`src/rtl/oam_dma_ctrl.sv`:
```
// oam_dma_ctrl: OAM DMA copy engine and core/external bus arbiter (FF46-triggered 160-byte copy).
// Optional OAM_DMA_ECHO_FOLD_EN folds source pages 0xE0..0xFF onto WRAM 0xC0..0xDF.
module oam_dma_ctrl (
  input  logic        CLK,
  input  logic        SYNC_RESET,
  input  logic [15:0] CPU_A,
  input  logic [7:0]  CPU_DO,
  input  logic        CPU_RD,
  input  logic        CPU_WR,
  output logic [7:0]  CPU_DI,
  output logic [15:0] BUS_A,
  output logic        BUS_RD,
  output logic        BUS_WR,
  input  logic [7:0]  BUS_DI,
  output logic        HI_RD,
  output logic        HI_WR,
  input  logic [7:0]  HI_DI,
  output logic [7:0]  OAM_A,
  output logic [7:0]  OAM_D,
  output logic        OAM_WE,
  output logic        DMA_ACTIVE
);
  typedef enum logic [1:0] {IDLE, DELAY, XFER} state_t;
  state_t     state_q;
  logic [7:0] src_q, idx_q, oam_a_q, data_q, src_eff;
  logic       pend_q, reg_sel, hi, xfer, reg_wr, last;
  assign reg_sel = CPU_A == 16'hFF46;
  assign hi      = (CPU_A[15:8] == 8'hFF) & ~reg_sel;
  assign xfer    = state_q == XFER;
  assign reg_wr  = CPU_WR & reg_sel;
  assign last    = xfer & (idx_q == 8'd159);
`ifdef OAM_DMA_ECHO_FOLD_EN
  assign src_eff = (src_q >= 8'hE0) ? (src_q & 8'hDF) : src_q;
`else
  assign src_eff = src_q;
`endif
  assign BUS_A      = xfer ? {src_eff, idx_q} : CPU_A;
  assign BUS_RD     = xfer | (CPU_RD & ~hi & ~reg_sel);
  assign BUS_WR     = ~xfer & CPU_WR & ~hi & ~reg_sel;
  assign HI_RD      = CPU_RD & hi;
  assign HI_WR      = CPU_WR & hi;
  assign CPU_DI     = reg_sel ? src_q : hi ? HI_DI : xfer ? 8'hFF : BUS_DI;
  assign DMA_ACTIVE = state_q != IDLE;
  assign OAM_WE     = pend_q;
  assign OAM_A      = oam_a_q;
  assign OAM_D      = data_q;
  // The OAM write for a read issued in the restart cycle still lands, since pend/data track XFER, not the FF46 write.
  always_ff @(posedge CLK) begin
    if (SYNC_RESET) begin
      state_q <= IDLE;
      src_q   <= 8'hFF;
      idx_q   <= 8'd0;
      pend_q  <= 1'b0;
      oam_a_q <= 8'd0;
      data_q  <= 8'd0;
    end else begin
      pend_q  <= xfer;
      oam_a_q <= xfer ? idx_q : oam_a_q;
      data_q  <= xfer ? BUS_DI : data_q;
      src_q   <= reg_wr ? CPU_DO : src_q;
      idx_q   <= (reg_wr | ~xfer | last) ? 8'd0 : idx_q + 8'd1;
      state_q <= reg_wr ? DELAY : (state_q == DELAY) ? XFER : (xfer & ~last) ? XFER : IDLE;
    end
  end
endmodule

```
`config.mk`:
```
export PLATFORM = sky130hd
export DESIGN_NAME = oam_dma_ctrl
export DESIGN_NICKNAME = d
export VERILOG_FILES = /design/src/rtl/oam_dma_ctrl.sv
export SDC_FILE = /design/constraint.sdc
export NUM_CORES = 1
export LEC_CHECK = 0
export ABC_AREA = 1
export CORE_AREA = 2 2 71 73
export DETAILED_ROUTE_END_ITERATION = 8
export DIE_AREA = 0 0 73 75
export GPL_ROUTABILITY_DRIVEN = 0
export PLACE_DENSITY = 0.79
export SYNTH_ARGS = -nofsm -noshare
export SYNTH_HDL_FRONTEND = slang
export SYNTH_SLANG_ARGS = --single-unit
```
`constraint.sdc`:
```
create_clock -name CLK -period 2.1 [get_ports CLK]
set_input_delay 0.63 -clock CLK [delete_from_list [all_inputs] [get_ports CLK]]
set_output_delay 0.63 -clock CLK [all_outputs]
set_load 0.01 [all_outputs]
```
=== After elaboration in Yosys (flattened, before gate mapping) ===
Index checks and enable logic that the tools add are counted.

* Multiplexer cells: 7
* Bitwise gates (word level): 18
* Reductions and logical operators: 3
* Multiply operators: 0
* $add $sub $neg: 1
* Shift-type cells: 0
* Order comparisons: 0
* Div/mod/pow operators: 0
* Equality and inequality tests: 5

{| class="wikitable"
|+ Operator list
! cell !! number
|-
| 8-bit 2-to-1 mux || 3
|-
| 16-bit equality test (second input constant) || 1
|-
| 8-bit equality test (second input constant) || 2
|-
| 16-bit 2-to-1 mux || 1
|-
| 1-bit AND || 11
|-
| 8-bit by 1-bit adder with 8-bit output (second input constant) || 1
|-
| 2-bit 2-to-1 mux || 2
|-
| 1-bit NOT || 4
|-
| 2-bit OR reduction || 2
|-
| 1-bit bitwise OR || 3
|-
| 2-bit by 1-bit equality test with 1-bit output (second input constant) || 1
|-
| 2-bit equality test (second input constant) || 1
|-
| 2-bit nonzero test || 1
|-
| 1-bit 2-to-1 mux || 1
|}

* Memory bits (writable): 0
* Logic and storage cells: 41
* Bits in read-only memories: 0
* Output and inout bits: 46
* Register bits: 35
* Input bits: 44
* Memories: 0
* Latch bits: 0

=== Longest topological paths before layout ===
Gate-level depths: netlist (run 1).

* Depth after elaboration: 7
* Mapped depth: 9
* Mapped depth without buffers: 7

=== Least setup slack after synthesis (run 1) ===
Ideal clock, no wire load.

* Kind: input to output
* From: in CPU_A[12]
* To: out HI_RD
* Setup slack: 63 ps
* Stages: 7
* Path buffers: 1
* Arrival time: 1407 ps
* Required time: 1470 ps
* Path through: nand2_1 nor2_2 nand2_2 buf_6 nor2_4 inv_1 nor2_1

* Cells in the longest elaborated chain, start to end: 4
* Elaborated cells between the ends (all ways): 5
* Those cells by class: 2 x eq/ne; 3 x bitwise

{| class="wikitable"
|+ RTL lines
! element !! RTL line !! source
|-
| from (decl) || 6 || <nowiki>input logic [15:0] CPU_A,</nowiki>
|-
| 16-bit equality test || 27 || <nowiki>assign reg_sel = CPU_A == 16'hFF46;</nowiki>
|-
| 1-bit NOT || 28 || <nowiki>assign hi = (CPU_A[15:8] == 8'hFF) & ~reg_sel;</nowiki>
|-
| 1-bit AND * || 28 ||
|-
| 1-bit AND * || 40 || <nowiki>assign HI_RD = CPU_RD & hi;</nowiki>
|-
| to (decl) || 15 || <nowiki>output logic HI_RD,</nowiki>
|}

Mark *: on every way between the ends. The rest lies on a longest branch, timed or not.

=== Worst setup path in the final report (run 1) ===
* From: in CPU_A[7]
* To: out CPU_DI[3]

* Cells in the longest elaborated chain, start to end: 5

{| class="wikitable"
|+ RTL lines
! element !! RTL line !! source
|-
| 16-bit equality test * || 27 ||
|-
| 1-bit NOT || 28 ||
|-
| 1-bit AND || 28 ||
|-
| 8-bit 2-to-1 mux || 42 || <nowiki>assign CPU_DI = reg_sel ? src_q : hi ? HI_DI : xfer ? 8'hFF : BUS_DI;</nowiki>
|-
| 8-bit 2-to-1 mux * || 42 ||
|-
| to (decl) || 10 || <nowiki>output logic [7:0] CPU_DI,</nowiki>
|}

Marks and branches as above.

==> results.toml, run 1 <==
[yosys]
synth_area_um2 = 1840
synth-seq-cells = 35
ys_top_cells_by_count = "nand2_1, dfxtp_1, nor2_1, o21ai_0"
ys.flop_type = "dfxtp_1"
yosys_warnings = 0
synth_seq_area_share = 0.381
synth_top_area_share = 0.381
syn_avg_cell_area_um2 = 6.89
synth_most_common_cell = "nand2_1"
synthDistinctLibCells = 22
postSynthNetCount = 312
synthTopCellsByArea = "dfxtp_1, nand2_1, nor2_1, o21ai_0, nand3_1"
synth_edf_count = 0
synth_area_leader_cell = "dfxtp_1"
postSynthCellCount = 267
ys_async_sr_fraction = 0

[outcome]
status = "finished with violations"
violations = "negative setup slack"

[clocking]
cts_buffers = 5
clkLatencyLatePin_ns = 0.29
clk_pin_slew_ns = 0.07
ctsLongestPathBuffers = 2
htree_num_levels = 2
cts_root_buffer = "clkbuf_8"
cts_tree = "done"
clock-sinks = 35

[global_route]
met1_usage = 0.265
grt_max_degree = 18
grt_remaining_overflow = 0
antenna_found_initial = 0
grt-busiest-layer = "met2"
grt_pass1_wl_um = 9980
grt_pass1_vias = 2226
met3_usage = 0.0576
grt_use_met2 = 0.443
gr-usage-all-layers = 0.240

[drt]
remaining_drc_errors = 0
firstDrtPassIters = 4
wl_per_cell_um = 15.0
vias = 2269
routed_via_density = 4.99
drt_iter0_drc = 141
drt_wl_total_um = 6820
final_antenna_net_count = 0

[floorplan]
rows = 25
die-area_um2 = 5480
core_area_um2 = 4660
start_util = 0.395
io_pins = 90
die_w_um = 73
dieHeight_um = 75

[sta]
slew_headroom = 0.841
drv_slew = 0
rsz0062_at_grt = "yes"
worst_pin_slew_ns = 0.237
timing.final.crit_share = 1.05
fin_ws_ns = -0.110
fin_worst_skew_ns = 0.00475
hold_viol = 0
layout_min_cycle_time_ns = 2.21
setup_violations = 10
max_freq_ghz = 0.453
fin_setup_tns_ns = -0.801

[setup_path]
critical_path.slowest_cell = "nor2_4"
r2r_cells = 6
max_stage_delay_ns = 0.23
critical_path_class = "input port to primary output"
crit_top_cell = "nand2_2"
cp-start-kind = "input port"
cp.required_ns = 1.47
r2r_start = "idx_q[0]"
cp-end-kind = "primary output"
cp_max_fo = 5
worstPathArrival_ns = 1.58
startpoint = "CPU_A[7]"
cp-endpoint = "CPU_DI[3]"
ff2ff_setup_slack_ns = 0.78
worstReg2RegEnd = "state_q[1]"
path_cells = "buf_8, inv_4, nand2_2, nor2_2, nand2_2, nor2_4, nand2_2, nand3_2, buf_6"

[power_and_ir_drop]
internal-power_mw = 1.11
combPwrFrac = 0.172
seqPwrFrac = 0.457
switching_share = 0.236
p_sw_uw = 343
leakage_nw = 1.56
peakVddDrop_mv = 0.250
cellPowerDensity_nw_per_um2 = 418
clock_power_share = 0.371

[layout]
fill_cells = 354
n_antenna_cell = 0
num-nets-final = 445
drive_above_1_share = 0.444
syn2layout_area_growth_pct = 88.6
design_area_um2 = 3470

[min_path]
holdPathStages = 2
min_path_type = "flop to flop"

[place]
io_buffers = 89
dp_hpwl_um = 4490
place_area_um2 = 2980

[flow_run]
drv_cap = 0
## power by group through the flow
stage,logic [mW],clock network [mW],registers [mW]
6_report,0.250,0.538,0.663
5_1_grt,0.264,0.577,0.663
4_1_cts,0.214,0.546,0.663
3_5_place_dp,0.212,0,0.679
3_3_place_gp,0.210,0,0.679
2_1_floorplan,0.0602,0,0.679
## metrics by stage
step	total power, mW	hold WS [ns]	instances	setup slack, ns	utilization
after floorplan	0.739	0.430	267	0.0627	-
after global placement	0.889	0.450	429	-0.943	0.639
after detailed placement	0.890	0.454	429	-0.991	0.639
after CTS	1.42	0.470	452	-0.112	0.706
after global routing	1.50	0.494	455	-0.146	0.744
final	1.45	0.467	455	-0.110	0.744
## cell usage in the layout, fill, tap and decap left out, types with 3 or more instances in the layout
cell type	count
clkbuf_8	7
buf_6	25
nor2_2	3
buf_2	11
o21ai_1	11
nand2_2	31
inv_1	10
clkdlybuf4s15_1	3
nand2_4	6
dfxtp_1	33
nand3_2	17
inv_4	4
a21oi_1	9
nand3_1	11
nor2_1	29
clkdlybuf4s50_1	45
inv_2	4
buf_8	8
o21ai_0	10
nor2_4	10
nand2_1	51
buf_4	36
xor2_1	5
clkbuf_2	4
## logic make-up after synthesis
kind of cell,count (synthesis),share of synthesized area
flip-flops,35,0.381
buffers and inverters,33,0.0864
AO/OA/AOI/OAI,32,0.0871
XOR/XNOR,6,0.0286
adder cells (fa/ha/maj),1,0.00680
AND/OR/NAND/NOR,160,0.410
## repair_timing
action	CTS	global route
cloned	3	0
endpoints found under the setup margin	28	28
resized for setup	229	68
pin swaps	33	17
hold buffers	0	0
buffers inserted	13	5
## routing by layer
layer,vias up,part of all wire
met4,0,0.021
met5,-,0
li1,1111,-
met2,94,0.52
met1,1049,0.39
met3,15,0.067
## final cells by class
type	instances	area [µm²]	area share
Clock buffer	8	100	0.0289
Sequential cell	35	703	0.203
Multi-Input combinational cell	200	1190	0.343
Tap cell	54	67.6	0.0195
Timing Repair inverter	1	6.26	0.00180
Inverter	21	109	0.0314
Timing Repair Buffer	136	1290	0.373
## state kept, by name, summed over array words and instances (netlist names)
signal and flops:
OAM_A 8, OAM_D 8, idx_q 8, src_eff 8
state_q 2, OAM_WE 1
## how the worst min path moves through the flow
stage          slack, ns      from  endpoint
3_3_place_gp        0.45  OAM_A[6]  OAM_A[6]
3_5_place_dp        0.45  OAM_A[4]  OAM_A[4]
6_report            0.47  OAM_A[4]  OAM_A[4]
4_1_cts             0.47  OAM_A[4]  OAM_A[4]
5_1_grt             0.49  OAM_A[2]  OAM_A[2]
2_1_floorplan       0.43  idx_q[0]  idx_q[0]
## critical path, delay by kind of cell
kind                   cells  cell delay, ns
AND/OR/NAND/NOR            6            0.68
buffers and inverters      3            0.27
(Power assumes the default switching activity.)
==> run 2, diff against run 1 <==
ABC_CLOCK_PERIOD_IN_PS = 2270   (was unset)
SETUP_SLACK_MARGIN = 0.5   (was unset)
clock period = 2.27 ns   (was 2.1 ns; I/O delays follow)
==> run 2 against run 1 <==
The flow still finishes with violations (negative setup slack). Highest routed layer unchanged. Clock power up 10%. Critical path type unchanged. Core utilization rose by 12 points. Count of clock-buffer cells in the layout fell by 3. First-iteration DRC count increased by 35%.
==> results.toml, run 2 (same netlist as run 1, synthesis figures left out) <==
[setup_path]
r2r_start = "state_q[1]"
critical_path_class = "input port to primary output"
r2r_cells = 9
cp-end-kind = "primary output"
worstReg2RegEnd = "idx_q[7]"
worstPathArrival_ns = 1.76
cp.required_ns = 1.59
cp-start-kind = "input port"
cp_max_fo = 3
ff2ff_setup_slack_ns = 0.49

[floorplan]
start_util = 0.395
io_pins = 90
dieHeight_um = 75
core_area_um2 = 4660
die_w_um = 73
die-area_um2 = 5480
rows = 25

[layout]
final_cell_mix = "buf_6, nand2_2, dfxtp_1, buf_4, nor2_1"
num-nets-final = 465
n_antenna_cell = 0
syn2layout_area_growth_pct = 119
fin_cells = 475
final_common_cell = "buf_6"
fill_cells = 216
drive_above_1_share = 0.582

[clocking]
cts_tree = "done"
ctsHoldBuffers = 0
htree_num_levels = 2
clock-sinks = 35
clk_pin_slew_ns = 0.09
cts_buffers = 5
clkLatencyLatePin_ns = 0.30
ctsLongestPathBuffers = 2
cts_root_buffer = "clkbuf_8"

[sta]
fin_worst_skew_ns = 0.0146
layout_min_cycle_time_ns = 2.44
slew_headroom = 0.791
max_freq_ghz = 0.409
fin_ws_ns = -0.174
rsz0062_at_grt = "yes"
worst_pin_slew_ns = 0.313
setup_violations = 10
hold_viol = 0
timing.final.crit_share = 1.08
drv_slew = 0

[global_route]
grt_remaining_overflow = 0
grt_pass1_wl_um = 12000
gr-usage-all-layers = 0.291
grt_pass1_vias = 2505
grt_max_degree = 21
antenna_found_initial = 0

[place]
io_buffers = 89
dp_hpwl_um = 4430
place_inst = 417

[flow_run]
drv_cap = 0

[drt]
routed_via_density = 5.59
wl_per_cell_um = 20.9
firstDrtPassIters = 5
final_antenna_net_count = 0
drt_wl_total_um = 9940
vias = 2655
drt_iter0_drc = 191
remaining_drc_errors = 0

[outcome]
violations = "negative setup slack"
status = "finished with violations"

[min_path]
holdPathStages = 2
min_path_type = "flop to flop"
min_to = "OAM_A[5]"
min_from = "OAM_A[5]"

[power_and_ir_drop]
p_total_mw = 1.47
peakVddDrop_mv = 0.322
leakage_nw = 1.94
cellPowerDensity_nw_per_um2 = 366
-- run 2: cell count changes in the layout (fill, tap and decap cells not counted), sizes merged --
cell / before / now
buf: 82 / 108
bufinv: 0 / 1
clkbuf: 12 / 6
clkdlybuf4s15: 3 / 0
clkdlybuf4s50: 45 / 25
clkinv: 2 / 4
dlygate4sd2: 2 / 20
inv: 20 / 21
nor2: 42 / 43
-- run 2: worst max-delay path by stage --
stage                          from  slack [ns]        end
after floorplan           CPU_A[15]        0.19      HI_RD
after global placement    CPU_A[15]       -0.90  CPU_DI[2]
after detailed placement  CPU_A[15]       -0.94  CPU_DI[6]
after CTS                  CPU_A[6]      -0.009  CPU_DI[2]
after global routing       CPU_A[6]       -0.19  CPU_DI[0]
final                      CPU_A[6]       -0.17  CPU_DI[0]
-- run 2: layer usage --
| layer | part of all wire | vias up | wire, µm | track usage |
|---|---|---|---|---|
| met2 | 0.50 | 185 | 5000 | 0.538 |
| met5 | 0 | - | 0 | 0 |
| met3 | 0.070 | 44 | 695 | 0.0576 |
| li1 | - | 1150 | - | - |
| met4 | 0.062 | 0 | 612 | 0.130 |
| met1 | 0.37 | 1276 | 3630 | 0.322 |
-- run 2: area by class of cell --
cell class / instances / area [µm²] / share of cell area
repair buffers: 154 / 1580 / 0.391
multi-input cells: 201 / 1410 / 0.351
flip-flops and latches: 35 / 703 / 0.174
inverters: 21 / 128 / 0.0317
clock buffers: 5 / 68.8 / 0.0171
well taps: 54 / 67.6 / 0.0168
clock inverters: 3 / 43.8 / 0.0109
repair inverters: 2 / 27.5 / 0.00683
-- run 2: through the flow --
step                hold WS [ns]  setup slack, ns   util  area, µm²  setup TNS (ns)
floorplan                  0.430            0.193      -       1930               0
global placement           0.440           -0.901  0.639       2980          -15.87
detailed placement         0.452           -0.944  0.639       2980          -16.86
CTS                        0.459         -0.00869  0.770       3590         -0.0261
global route               0.506           -0.185  0.865       4030           -1.31
finish                     0.483           -0.174  0.865       4030           -1.11
-- run 2: critical path, stage by stage --
cell and delay, ns:
buf_6 0.08, inv_2 0.04, nor2_1 0.14, nand2_1 0.11, nor2_4 0.19, nor2_4 0.07
buf_6 0.14, nand2_2 0.07, nand3_2 0.10, buf_6 0.14
-- run 2: what timing repair did --
| item | 4_1_cts | 5_1_grt |
|---|---|---|
| cloned | 5 | 3 |
| endpoints found under the setup margin | 64 | 31 |
| gates resized for setup | 333 | 64 |
| pin swaps | 36 | 17 |
| setup buffers | 29 | 13 |
-- run 2: power breakdown --
part | internal (mW) | total, mW | switching (mW)
sequential | 0.613 | 0.613 | 0.00000525
clock | 0.327 | 0.592 | 0.264
combinational | 0.152 | 0.269 | 0.117
total | 1.09 | 1.47 | 0.382
